--- config.mk ---
export PLATFORM = sky130hd
export DESIGN_NAME = classical_multiplier
export DESIGN_NICKNAME = d
export VERILOG_FILES = /design/src/rtl/classical_mult_pkg.sv /design/src/rtl/classical_pp_gen.sv /design/src/rtl/classical_multiplier.sv
export SDC_FILE = /design/constraint.sdc
export NUM_CORES = 2
export LEC_CHECK = 0
export CORE_ASPECT_RATIO = 1.25
export CORE_MARGIN = 2
export CORE_UTILIZATION = 30
export DETAILED_ROUTE_END_ITERATION = 7
export PLACE_DENSITY = 0.4
export SKIP_CTS_REPAIR_TIMING = 1
export SYNTH_ARGS = -nofsm -noshare
export SYNTH_HDL_FRONTEND = slang
export SYNTH_HIERARCHICAL = 1
export SYNTH_SLANG_ARGS = --single-unit
--- constraint.sdc ---
create_clock -name clk -period 11.9 [get_ports clk]
set_input_delay 2.38 -clock clk [delete_from_list [all_inputs] [get_ports clk]]
set_output_delay 2.38 -clock clk [all_outputs]
set_load 0.01 [all_outputs]
--- src/rtl/classical_mult_pkg.sv ---
`default_nettype none
// ============================================================================
// Module      : classical_mult_pkg
// Description : Shared widths, types and latency for the classical
//               (schoolbook) 32x32->64 unsigned multiplier.
//               LATENCY follows the CLASSICAL_MULT_PIPE_EN build macro.
// Revision    : 1.0  initial release
// ============================================================================
package classical_mult_pkg;

   localparam int OPW   = 32;
   localparam int PRODW = 64;

   typedef logic [OPW-1:0]   operand_t;
   typedef logic [PRODW-1:0] product_t;

`ifdef CLASSICAL_MULT_PIPE_EN
   localparam int LATENCY = 2;
`else
   localparam int LATENCY = 1;
`endif

endpackage : classical_mult_pkg
`default_nettype wire

--- src/rtl/classical_pp_gen.sv ---
`default_nettype none
// ============================================================================
// Module      : classical_pp_gen
// Description : Combinational partial-product generator. Row i is the
//               zero-extended multiplicand shifted left by i when multiplier
//               bit i is set, otherwise zero.
// Revision    : 1.0  initial release
// ============================================================================
module classical_pp_gen
   import classical_mult_pkg::*;
(
   input  logic [OPW-1:0]            i_a,
   input  logic [OPW-1:0]            i_b,
   output logic [OPW-1:0][PRODW-1:0] o_pp
);

   product_t w_a_ext;

   assign w_a_ext = {{(PRODW-OPW){1'b0}}, i_a};

   // One shifted, gated copy of the multiplicand per multiplier bit
   for (genvar i = 0; i < OPW; i++) begin : g_pp
      assign o_pp[i] = i_b[i] ? (w_a_ext << i) : '0;
   end

endmodule : classical_pp_gen
`default_nettype wire

--- src/rtl/classical_multiplier.sv ---
`default_nettype none
// ============================================================================
// Module      : classical_multiplier
// Description : Unsigned 32x32->64 shift-and-add multiplier. 32 partial
//               products are reduced by a 5-level balanced adder tree
//               (16->8->4->2->1) into a registered product. Datapath
//               registers load every cycle; out_valid qualifies ans.
//               Build macro CLASSICAL_MULT_PIPE_EN inserts a register after
//               tree level 3 (latency 2 instead of 1).
// Revision    : 1.0  initial release
// ============================================================================
module classical_multiplier
   import classical_mult_pkg::*;
(
   input  logic             clk,
   input  logic             rst,
   input  logic             in_valid,
   input  logic [OPW-1:0]   a,
   input  logic [OPW-1:0]   b,
   output logic             out_valid,
   output logic [PRODW-1:0] ans
);

   logic [OPW-1:0][PRODW-1:0] w_pp;
   product_t                  w_l1   [16];
   product_t                  w_l2   [8];
   product_t                  w_l3   [4];
   product_t                  w_l3_q [4];
   product_t                  w_l4   [2];
   product_t                  w_l5;
   product_t                  r_ans;
   logic [LATENCY-1:0]        r_vld;

   classical_pp_gen u_pp_gen (
      .i_a  (a),
      .i_b  (b),
      .o_pp (w_pp)
   );

   // Tree levels 1-3: 32 -> 16 -> 8 -> 4 partial sums
   for (genvar i = 0; i < 16; i++) begin : g_l1
      assign w_l1[i] = w_pp[2*i] + w_pp[2*i+1];
   end
   for (genvar i = 0; i < 8; i++) begin : g_l2
      assign w_l2[i] = w_l1[2*i] + w_l1[2*i+1];
   end
   for (genvar i = 0; i < 4; i++) begin : g_l3
      assign w_l3[i] = w_l2[2*i] + w_l2[2*i+1];
   end

`ifdef CLASSICAL_MULT_PIPE_EN
   product_t r_l3 [4];

   // Mid-tree register stage holding the four level-3 sums
   always_ff @(posedge clk) begin
      if (rst) begin
         for (int i = 0; i < 4; i++) r_l3[i] <= '0;
      end else begin
         for (int i = 0; i < 4; i++) r_l3[i] <= w_l3[i];
      end
   end

   assign w_l3_q = r_l3;

   // Two-deep valid chain matching the two datapath register stages
   always_ff @(posedge clk) begin
      if (rst) r_vld <= '0;
      else     r_vld <= {r_vld[0], in_valid};
   end
`else
   assign w_l3_q = w_l3;

   // Single-stage valid delay matching the output register
   always_ff @(posedge clk) begin
      if (rst) r_vld <= '0;
      else     r_vld <= in_valid;
   end
`endif

   // Tree levels 4-5: 4 -> 2 -> 1; carry out of bit 63 cannot occur
   for (genvar i = 0; i < 2; i++) begin : g_l4
      assign w_l4[i] = w_l3_q[2*i] + w_l3_q[2*i+1];
   end
   assign w_l5 = w_l4[0] + w_l4[1];

   // Output register loads every cycle; only reset overrides it
   always_ff @(posedge clk) begin
      if (rst) r_ans <= '0;
      else     r_ans <= w_l5;
   end

   assign ans       = r_ans;
   assign out_valid = r_vld[LATENCY-1];

endmodule : classical_multiplier
`default_nettype wire

== After elaboration in Yosys (flattened, before gate mapping) ==
Index checks and enable logic that the tools add are counted.
Storage, ports and cells
  word-level logic and storage cells: 65
  output and inout port bits: 65
  input port bits: 67
  register bits after elaboration: 65
Operators by class
  add/sub/neg operators: 31
  mux-type cells: 32
Operator list (number)
  64-bit adder: 31
  63-bit two-way mux: 1
  62-bit two-way mux: 1
  61-bit two-way mux: 1
  60-bit two-way mux: 1
  59-bit two-way mux: 1
  58-bit two-way mux: 1
  57-bit two-way mux: 1
  56-bit two-way mux: 1
  55-bit two-way mux: 1
  54-bit two-way mux: 1
  53-bit two-way mux: 1
  52-bit two-way mux: 1
  51-bit two-way mux: 1
  50-bit two-way mux: 1
  49-bit two-way mux: 1
  48-bit two-way mux: 1
  47-bit two-way mux: 1
  46-bit two-way mux: 1
  45-bit two-way mux: 1
  44-bit two-way mux: 1
  43-bit two-way mux: 1
  42-bit two-way mux: 1
  41-bit two-way mux: 1
  9 further kinds: 9

== Depth between registers and ports, before layout ==
  depth in word-level cells: 6
  depth in mapped cells: 29
  depth with buffers taken out: 28

== Modules after synthesis ==
The synthesis kept the hierarchy.
Modules (own cells, without submodules)
  classical_multiplier: cells an instance 5259, sequential area each 1301.2 µm², times used 1, area an instance 53163.5 µm²
  classical_pp_gen: cells an instance 2241, sequential area each 0.0 µm², times used 1, area an instance 15134.5 µm²

== Worst setup path after synthesis ==
Ideal clock, no wire load.
  path kind: input -> register
  start point: input b[18]
  end point: register r_ans[57], in the netlist ans[57]
  path buffers: 2
  arrival: 9.215 ns
  data required time: 11.772 ns
  stages: 27
  library setup time: 0.128 ns
  setup slack: 2.558 ns
  cells stage by stage: buf_2 -> and2_1 -> fa_1 -> inv_1 -> fa_1 -> inv_1 -> fa_1 -> inv_1 -> fa_1 -> inv_1 -> fa_1 -> fa_1 -> fa_1 -> fa_1 -> ha_1 -> clkbuf_1 -> a21oi_1 -> o21a_1 -> or4_1 -> o2111a_1 -> a211oi_1 -> o41a_1 -> nor2_1 -> o31ai_1 -> a21oi_1 -> xor2_1 -> nor2_1
RTL lines
  start, declared: RTL line classical_multiplier.sv:19  | input logic [OPW-1:0] b,
  end signal, assigned: RTL line classical_multiplier.sv:89  | else r_ans <= w_l5;
  end, declared: RTL line classical_multiplier.sv:31  | product_t r_ans;

==> metrics.csv <==
stage,metric,value,unit
logic_synthesis,synth_ff_type,dfxtp_1,
logic_synthesis,yosysSeqAreaShare,0.01905,
logic_synthesis,synth_cells,7500,
logic_synthesis,synthMuxAreaShare,0.0002198,
cells_and_area,final_cell_mix,"inv_1 (2698), fa_1 (1863), conb_1 (1024)",
setup_path,startpoint_type,primary input,
clock_network,tritoncts,built,
job,max-cap-violations,0,
cells_and_area,area.growth.synth_to_final,1.759,%
cells_and_area,drive_gt1_frac,0.02380,
drt,vias_per_cell,3.666,
floorplan,die_w,430.8,µm
sta,fmax,0.09070,GHz
global_routing,grt_pass1_vias,45680,
drt,drtIter0Drc,1008,
sta,relSlewSlack,0.2970,
setup_path,arrival,11.36,ns
drt,ant_nets,0,
drt,drc,0,
cells_and_area,seq_area,1301,µm²
clock_network,clockBufferDepth,2,
clock_network,htreeDepth,3,
logic_synthesis,synth_edf_count,0,
setup_path,cp-end-kind,flop,
logic_synthesis,synthAdderAreaFrac,0.5607,
setup_path,required,12.24,ns
logic_synthesis,yosysWarningCount,6,
sta,final_hold_viol_count,0,
clock_network,cts_root_buf,clkbuf_16,
global_routing,antenna_found_initial,22,
logic_synthesis,synth_top_family_by_area,adder cells,
logic_synthesis,syn_area_per_cell,9.106,µm²
global_routing,grt_pass1_wl,259000,µm
global_routing,overflow,0,
setup_path,crit_type,in2reg,
global_routing,grt_usage,0.1468,
floorplan,row_count,195,
sta,report.final.setup_viol,0,
drt,vias,38450,
logic_synthesis,synth_seq_cells,65,
floorplan,dieArea,231500,µm²
logic_synthesis,synth-xor-area-share,0.01475,
worst_hold_path,hold_path_class,in2reg,
sta,drv_slew,0,
clock_network,numCtsBuffers,9,
floorplan,die_y,537.5,µm
cells_and_area,final_common_cell,inv_1,
setup_path,slowest_delay,0.87,ns
sta,rsz0062_at_grt,no,
placement,port_buffers,131,
sta,fin_tns_setup,0,ns
logic_synthesis,synthArstFlopShare,0,
placement,dp_hpwl,140900,µm
cells_and_area,multi_input_area,51970,µm²
outcome,status,"complete, no violations",
cells_and_area,nNetsFinal,9527,
drt,wl_per_cell,15.04,µm
drt,firstDrtPassIters,5,
setup_path,crit_path_top_delay_cell,nor4b_1,
clock_network,cts_sinks,65,
sta,worstMarginPinSlew,1.055,ns
setup_path,cpMostUsedCell,fa_1,
cells_and_area,nFillCells,24030,
logic_synthesis,synth_compound_area_frac,0.01929,
logic_synthesis,yosys.area_share.simple,0.1097,
sta,post-route-period-util,0.9265,
floorplan,core_area,226200,µm²
global_routing,grt_max_degree,67,
floorplan,start_util,0.3020,
placement,place.gp.congestion,0.8297,
clock_network,clk_pin_slew,0.09,ns
logic_synthesis,syn_area,68300,µm²
setup_path,cp_max_fo,13,
logic_synthesis,synth.distinct_cells,62,
sta,post-route-min-period,11.03,ns
floorplan,io_pins,132,
drt,routed_wl,157700,µm
[Yosys cell counts (4+ instances only)]
cell,instances,area [µm²]
inv_1,2698,10130
fa_1,1863,37300
buf_4,1024,7687
and2_1,967,6050
buf_2,173,865.8
xnor2_1,85,744.5
nor2_1,84,315.3
ha_1,80,1001
a21oi_1,74,370.4
dfxtp_1,65,1301
and2_2,61,457.9
nand2_1,39,146.4
a21o_1,37,277.8
xor2_1,30,262.8
o21ai_0,25,125.1
clkbuf_1,21,78.83
clkbuf_2,19,95.09
nor2b_1,16,100.1
nand4_1,15,93.84
nor3_1,13,65.06
nand3_1,12,60.06
o21ai_1,12,60.06
nand2b_1,10,62.56
o21bai_1,10,75.07
o21a_1,7,52.55
a211oi_1,4,30.03
and3_1,4,25.02
o31ai_1,4,30.03
[final cells by class]
cell class                      count  area share
Multi-Input combinational cell   4521      0.7478
Tap cell                         2955     0.05320
Clock inverter                      6   0.0009722
Clock buffer                       10    0.003439
Sequential cell                    65     0.01872
Antenna cell                       10   0.0003601
Timing Repair Buffer              222     0.02974
Inverter                         2698      0.1457
[kinds of logic (layout without fill, tap and decap cells)]
family | Yosys count | after routing
adders and majority gates | 1943 | 1943
other | 1 | 1034
xor gates and xnor gates | 115 | 115
buffers and inverters | 3937 | 2936
AOI/OAI and AO/OA | 202 | 202
and+or+nand+nor | 1236 | 1236
muxes | 1 | 1
DFF | 65 | 65
[worst max-delay path, delay by kind of cell]
kind / cells / cell delay (ns)
XOR/XNOR: 1 / 0.14
adder cells (fa/ha/maj): 9 / 4.52
buffers and inverters: 6 / 1.83
AND/OR/NAND/NOR: 4 / 1.23
AO/OA/AOI/OAI: 7 / 1.25
[worst paths after layout]
kind	startpoint	depth (start not counted)	to	slack (ns)
worst min-delay path	in_valid	2	out_valid	2.52
worst max-delay path	a[9]	27	ans[50]	0.87
[flip-flops by register name (all words and copies together) (netlist names)]
signal and cells:
ans 64, out_valid 1
[routing by layer]
| layer | GRT usage | share of wire |
|---|---|---|
| met1 | 0.1848 | 0.42 |
| met5 | 0 | 0.00056 |
| met4 | 0.03204 | 0.023 |
| met3 | 0.01141 | 0.023 |
| met2 | 0.2727 | 0.53 |
[through the flow]
stage / std cells / hold WS, ns / utilization / setup WS (ns) / cell area [µm²]
2_1_floorplan: 8523 / 2.508 / - / 2.558 / 72140
3_3_place_gp: 10460 / 2.953 / 0.3058 / 0.3463 / 69170
3_5_place_dp: 10460 / 2.947 / 0.3058 / 0.3445 / 69170
4_1_cts: 10480 / 2.473 / 0.3072 / 0.8347 / 69470
5_1_grt: 10480 / 2.512 / 0.3072 / 0.4995 / 69480
6_report: 10490 / 2.520 / 0.3073 / 0.8746 / 69500
Power is not shown: default switching activity piles up to over one toggle a cycle in this logic, so the estimate is an artifact.
